===== config.mk =====
export PLATFORM = sky130hd
export DESIGN_NAME = divider_8by4
export DESIGN_NICKNAME = d
export VERILOG_FILES = /design/src/rtl/divider_8by4.sv
export SDC_FILE = /design/constraint.sdc
export NUM_CORES = 1
export LEC_CHECK = 0
export BUFFER_PORTS_ARGS = -buffer_cell sky130_fd_sc_hd__buf_2
export CAP_MARGIN = 15
export CORE_AREA = 2 2 86 88
export CTS_CLUSTER_SIZE = 40
export DETAILED_ROUTE_END_ITERATION = 12
export DIE_AREA = 0 0 88 90
export GPL_ROUTABILITY_DRIVEN = 0
export PLACE_DENSITY_LB_ADDON = 0.1
export SLEW_MARGIN = 15
export SYNTH_ARGS = -nofsm -noshare
export SYNTH_HDL_FRONTEND = slang
export SYNTH_SLANG_ARGS = --single-unit

===== constraint.sdc =====
create_clock -name clk -period 3.45 [get_ports clk]
set_input_delay 0 -clock clk [delete_from_list [all_inputs] [get_ports clk]]
set_output_delay 0 -clock clk [all_outputs]
set_load 0.03 [all_outputs]

===== src/rtl/divider_8by4.sv =====
// Sequential restoring divider: DIVIDEND_W-bit dividend by DIVISOR_W-bit divisor,
// one quotient bit per clock, start/done handshake, single-module FSM + datapath.
module divider_8by4 #(
  parameter int DIVIDEND_W = 8,
  parameter int DIVISOR_W  = 4
) (
  input  logic                  clk,
  input  logic                  rst,
  input  logic                  start,
  input  logic [DIVIDEND_W-1:0] dividend,
  input  logic [DIVISOR_W-1:0]  divisor,
  output logic                  busy,
  output logic                  done,
  output logic [DIVIDEND_W-1:0] quotient,
  output logic [DIVISOR_W-1:0]  remainder,
  output logic                  div_by_zero
);

  localparam int RW = DIVISOR_W + 1;
  localparam int CW = $clog2(DIVIDEND_W + 1);

  typedef enum logic [1:0] {IDLE, CALC, DONE} state_t;

  state_t                state, state_nxt;

  logic [DIVIDEND_W-1:0] a_q;
  logic [DIVISOR_W-1:0]  d_q;
  logic [DIVISOR_W-1:0]  r_q;
  logic [CW-1:0]         cnt_q;

  logic [RW-1:0]         trial;
  logic [DIVISOR_W-1:0]  diff;
  logic [DIVISOR_W-1:0]  r_nxt;
  logic [DIVIDEND_W-1:0] a_nxt;
  logic                  qbit;
  logic                  last;
  logic                  zero_div;

  // The partial remainder is always < D after an iteration, so its top bit is
  // never set and only the low DIVISOR_W bits need storing. The trial value
  // still gets the full 5-bit compare; the subtraction result fits in 4 bits.
  assign trial    = {r_q, a_q[DIVIDEND_W-1]};
  assign qbit     = (trial >= {1'b0, d_q});
  assign diff     = trial[DIVISOR_W-1:0] - d_q;
  assign r_nxt    = qbit ? diff : trial[DIVISOR_W-1:0];
  assign a_nxt    = {a_q[DIVIDEND_W-2:0], qbit};
  assign last     = (cnt_q == CW'(DIVIDEND_W - 1));
  assign zero_div = (divisor == '0);

  assign busy = (state == CALC);
  assign done = (state == DONE);

  always_ff @(posedge clk or posedge rst) begin
    if (rst) state <= IDLE;
    else     state <= state_nxt;
  end

  always_comb begin
    state_nxt = state;
    unique case (state)
      IDLE: if (start) state_nxt = zero_div ? DONE : CALC;
      CALC: if (last)  state_nxt = DONE;
      DONE:            state_nxt = IDLE;
      default:         state_nxt = IDLE;
    endcase
  end

  always_ff @(posedge clk or posedge rst) begin
    if (rst) begin
      a_q         <= '0;
      d_q         <= '0;
      r_q         <= '0;
      cnt_q       <= '0;
      quotient    <= '0;
      remainder   <= '0;
      div_by_zero <= 1'b0;
    end else begin
      unique case (state)
        IDLE: begin
          if (start) begin
            if (zero_div) begin
              quotient    <= '1;
              remainder   <= '0;
              div_by_zero <= 1'b1;
            end else begin
              a_q         <= dividend;
              d_q         <= divisor;
              r_q         <= '0;
              cnt_q       <= '0;
              div_by_zero <= 1'b0;
            end
          end
        end
        CALC: begin
          a_q   <= a_nxt;
          r_q   <= r_nxt;
          cnt_q <= cnt_q + CW'(1);
          if (last) begin
            quotient  <= a_nxt;
            remainder <= r_nxt;
          end
        end
        default: ;
      endcase
    end
  end

endmodule


Word-level counts from Yosys, hierarchy flattened --
Index checks and enable logic that the tools add are counted.
Operators by class: multiply operators 0, shifts and indexed selects 0, div/mod/pow operators 0, mux-type cells 21, order comparisons 1, equality and inequality tests 7, reduce and logical (&&, ||, !) cells 8, $add $sub $neg 2, bitwise gates (word level) 1
Operator list (number):
- $mux W8 | 5
- $pmux W8 S2 | 2
- $mux W4 | 6
- $pmux W4 S2 | 3
- $mux W2 | 3
- $ne A2 B2 Y1 const B | 3
- $reduce_and A3 Y1 | 2
- $ge A5 B4 Y1 | 1
- $add A4 B1 Y4 const B | 1
- $eq A4 B3 Y1 const B | 1
- $logic_not A4 Y1 | 1
- $pmux W2 S2 | 1
- $reduce_and A2 Y1 | 2
- $reduce_and A4 Y1 | 1
- $sub A4 B4 Y4 | 1
- $eq A2 B1 Y1 const B | 1
- $eq A2 B2 Y1 const B | 1
- $logic_not A2 Y1 | 1
- $ne A2 B1 Y1 const B | 1
- $reduce_bool A2 Y1 | 1
- $mux W1 | 1
- $not A1 Y1 | 1
Word-level totals: word-level logic and storage cells 48, bits in registers 35, bits in latches 0, ROM bits 0, memories 0, bits of input ports 15, bits in writable memories 0, output and inout bits 15

Logic depth before layout (Yosys ltp) --
depth in word-level cells 4, gate-level depth with buffers 7, mapped depth without buffers 7

Least setup slack after synthesis --
Ideal clock, no wire load.
path type register to register, from register r_q[1], to register remainder[3], cell stages (with the launch flop) 7, setup time 0.125 ns, buffers on the path 0, path slack 1.779 ns, data required time 3.325 ns, arrival time 1.547 ns, clock period less this slack 1.671 ns, cells stage by stage dfrtp_1 ha_1 nand2_1 o21ai_0 mux2i_1 a31oi_1 mux2_2
On the way: longest elaborated chain between the ends 4, elaborated cells on any way between the ends 5, those cells by class add/sub (1); order compare (1); mux (3)
RTL lines:
- start, declared | line 28 | logic [DIVISOR_W-1:0] r_q;
- start signal, assigned | line 96 | r_q <= r_nxt;
- $sub A4 B4 Y4 or $ge A5 B4 Y1 (tied branches) | line 44, 43
- $mux W4 * | line 45 | assign r_nxt = qbit ? diff : trial[DIVISOR_W-1:0];
- $mux W4 * | line 98 | if (last) begin
- $pmux W4 S2 * | line 78 | unique case (state)
- end signal, assigned | line 100 | remainder <= r_nxt;
- end, declared | line 15 | output logic [DIVISOR_W-1:0] remainder,
Every way passes the cells marked *; elsewhere a longest branch is shown, timed or not. The select of a mux whose other input is x is not followed. A chain may end at the register's enable or synchronous reset.

Worst setup path after layout --
from register state[1], to register quotient[6]
On the way: longest elaborated chain between the ends 3, elaborated cells on any way between the ends 8, those cells by class eq/ne (4); mux (1); reduce/logical (3)
RTL lines:
- start, declared | line 24 | state_t state, state_nxt;
- start signal, assigned | line 55 | else state <= state_nxt;
- $eq A2 B1 Y1 or $logic_not A2 Y1 (tied branches) | line 78
- $ne A2 B1 Y1 (no source line), or another cell as far along
- $reduce_and A4 Y1 (no source line)
- end signal, assigned | line 99 | quotient <= a_nxt;
- end, declared | line 14 | output logic [DIVIDEND_W-1:0] quotient,
Several ways; a longest one is shown, not always the timed one.

==> results.tsv <==
metric	value	unit
CP Launch Type	register	
sequential share of power	33.3	%
via count	1315	
sw frac	42.1	%
Vias per Instance	4.27	
Die Ht	90	µm
boundary pin count	30	
Syn Std Cell Area	1710	µm²
ANT nets after route	0	
Post-DP HPWL	2.80	mm
data required time of the worst path	3630	ps
latest clock arrival within the worst-skew pair	290	ps
Synth area leader	dfrtp_1	
htree depth	2	
Lkg Pwr	0.00101	µW
Initial Utilization	24.3	%
area growth from synthesis to final layout	28.4	%
residual DRC count	0	
yosys warns	0	
Sw Pwr	942	µW
layout cells sized above 1	27.8	%
number of synthesized flops with an enable pin	0	
antenna violations before repair	0	
Synth Net Count	184	
Setup Buffers After CTS	0	
Yosys reg bits	35	
CTS root buffer	clkbuf_8	
final period utilization	63.5	%
slew margin rel.	46.1	%
final setup violation count	0	
clock sink count	35	
Clock Path Buffers	2	
final setup margin	1260	ps
vias in the first global route	1370	
initial drt markers	47	
First-pass DRT Iterations	4	
chip width	88	µm
first-pass GRT wire length	6.73	mm
VDD IR max	0.266	mV
Clock power frac	16.7	%
total die area	7920	µm²
count leader, synth	dfrtp_1	
Period minus WS final	2190	ps
crit end category	register	
critical path class	register to register	
status	complete, no violations	
Antenna Cells	0	
share of Yosys cell area claimed by the top area cell type	51.4	%
final setup TNS	0	ps
most common library cells after synthesis	dfrtp_1 (35), nand2_1 (33), inv_1 (12), nor2_1 (12), a31oi_1 (8)	
nets@finish	229	
hold-fix buffers at CTS	12	
FP Rows	31	
clock slew seen by the registers of the worst setup and hold paths	70	ps
final WL	3.99	mm
sequential element share of the synthesized area	51.4	%
Reg2Reg Setup Slack	1260	ps
worst hold-check path type	primary input to register	
Max Transition Viols Final	0	
Global Route Usage Sum	11.0	%
port bufs	29	
worst reg-to-reg path cell count	4	
Least-Margin Pin Slew	809	ps
maximum net fanout on the critical path	15	
cts bufs inserted	5	
async set-reset flop share out of synthesis	100	%
residual overflow from global routing	0	
max_cap viols	0	
Gates resized, CTS repair	0	
fin util	31.2	%
Gate power share	50.0	%
Worst Path Arrival	2370	ps
Final Hold Violating Endpoints	0	
Pwr Density	1020	nW/µm²
routed len/inst	13.0	µm
cell internal pwr	1290	µW
clk_skew	11.6	ps
worst slack, placed	1230	ps
Synth Instances	163	
prevailing post-synth register cell	dfrtp_1	
CTS tree	yes	
RSZ-0062 raised after global routing	false	
worst hold path depth	4	
syn_area_per_cell	10.5	µm²
max frequency	456	MHz
core area	7020	µm²
pin count of the biggest net entering global routing	36	
library cells used by synthesis	39	
ranking of synthesized cells by area	dfrtp_1 (51%), nand2_1 (7.3%), o22a_2 (4.1%), ha_1 (3.7%), a31oi_1 (2.9%)	
[metrics by stage]
step           hold slack (ps)  area (µm²)  total power, µW  instances
4_1_cts                    108        2190             2270        308
3_5_place_dp               136        1960             1880        288
3_3_place_gp               128        1960             1860        288
5_1_grt                    142        2190             2430        308
2_1_floorplan              105        1710             1610        163
6_report                   119        2190             2240        308
[layout make-up]
type	count	area [µm²]
Clock buffer	5	68.8
Clock inverter	3	43.8
Fill cell	726	4830
Inverter	12	45.0
Multi-Input combinational cell	112	759
Sequential cell	35	876
Tap cell	99	124
Timing Repair Buffer	42	273
[registers in the layout, summed over array words and instances (netlist names)]
name and cells:
state 2, div_by_zero 1, r_q 4, a_q 8
remainder 4, d_q 4, cnt_q 4, quotient 8
[per-layer routing]
| layer | GRT usage (%) | wire [µm] |
|---|---|---|
| met3 | 2.94 | 117 |
| met5 | 0 | 0 |
| met1 | 13.5 | 1780 |
| met2 | 18.3 | 2050 |
| met4 | 3.85 | 44 |
[power groups by stage]
stage                     sequential (µW)  clock (µW)  combinational (µW)
after global placement                748           0                1120
after global routing                  774         406                1250
final                                 744         374                1120
after floorplan                       861           0                 746
after CTS                             748         390                1140
after detailed placement              755           0                1120
[cells by family after synthesis]
group,share of synthesized area (%)
flip-flops,51.4
adder cells (fa/ha/maj),4.84
buffers and inverters,4.11
AO/OA/AOI/OAI,18.6
XOR/XNOR,1.03
multiplexers,4.26
AND/OR/NAND/NOR,15.8
[critical path, stage by stage, from the launching register on]
cell	delay [ps]
dfrtp_1	470
nand2b_1	430
inv_1	490
nand2_1	390
o22a_2	300
[cells in the final DEF (no fill, tap or decap), types with 2 or more instances in the layout]
cell type / instances
inv_1: 12
o21ai_0: 6
nor2b_1: 2
dlygate4sd3_1: 12
a21oi_1: 4
dfrtp_1: 35
mux2_2: 2
nor2_1: 12
ha_1: 5
nand3_1: 2
a31oi_1: 8
a21o_1: 3
mux2_4: 2
o22ai_1: 4
buf_2: 29
mux2i_1: 2
o22a_2: 7
clkbuf_8: 5
nand2_1: 33
[path summary, 6_finish.rpt]
path                                      start                      end
min reg2reg                  r_q[3]$_DFFE_PP0P_       r_q[3]$_DFFE_PP0P_
min in group asynchronous                   rst  quotient[7]$_DFFE_PP0P_
max in group asynchronous                   rst       d_q[0]$_DFFE_PP0P_
min                                 dividend[0]       a_q[0]$_DFFE_PP0P_
max                        state[1]$_DFFE_PP0P_  quotient[6]$_DFFE_PP0P_
max reg2reg                state[1]$_DFFE_PP0P_  quotient[6]$_DFFE_PP0P_
No activity file was read; power rests on OpenSTA's default activity.
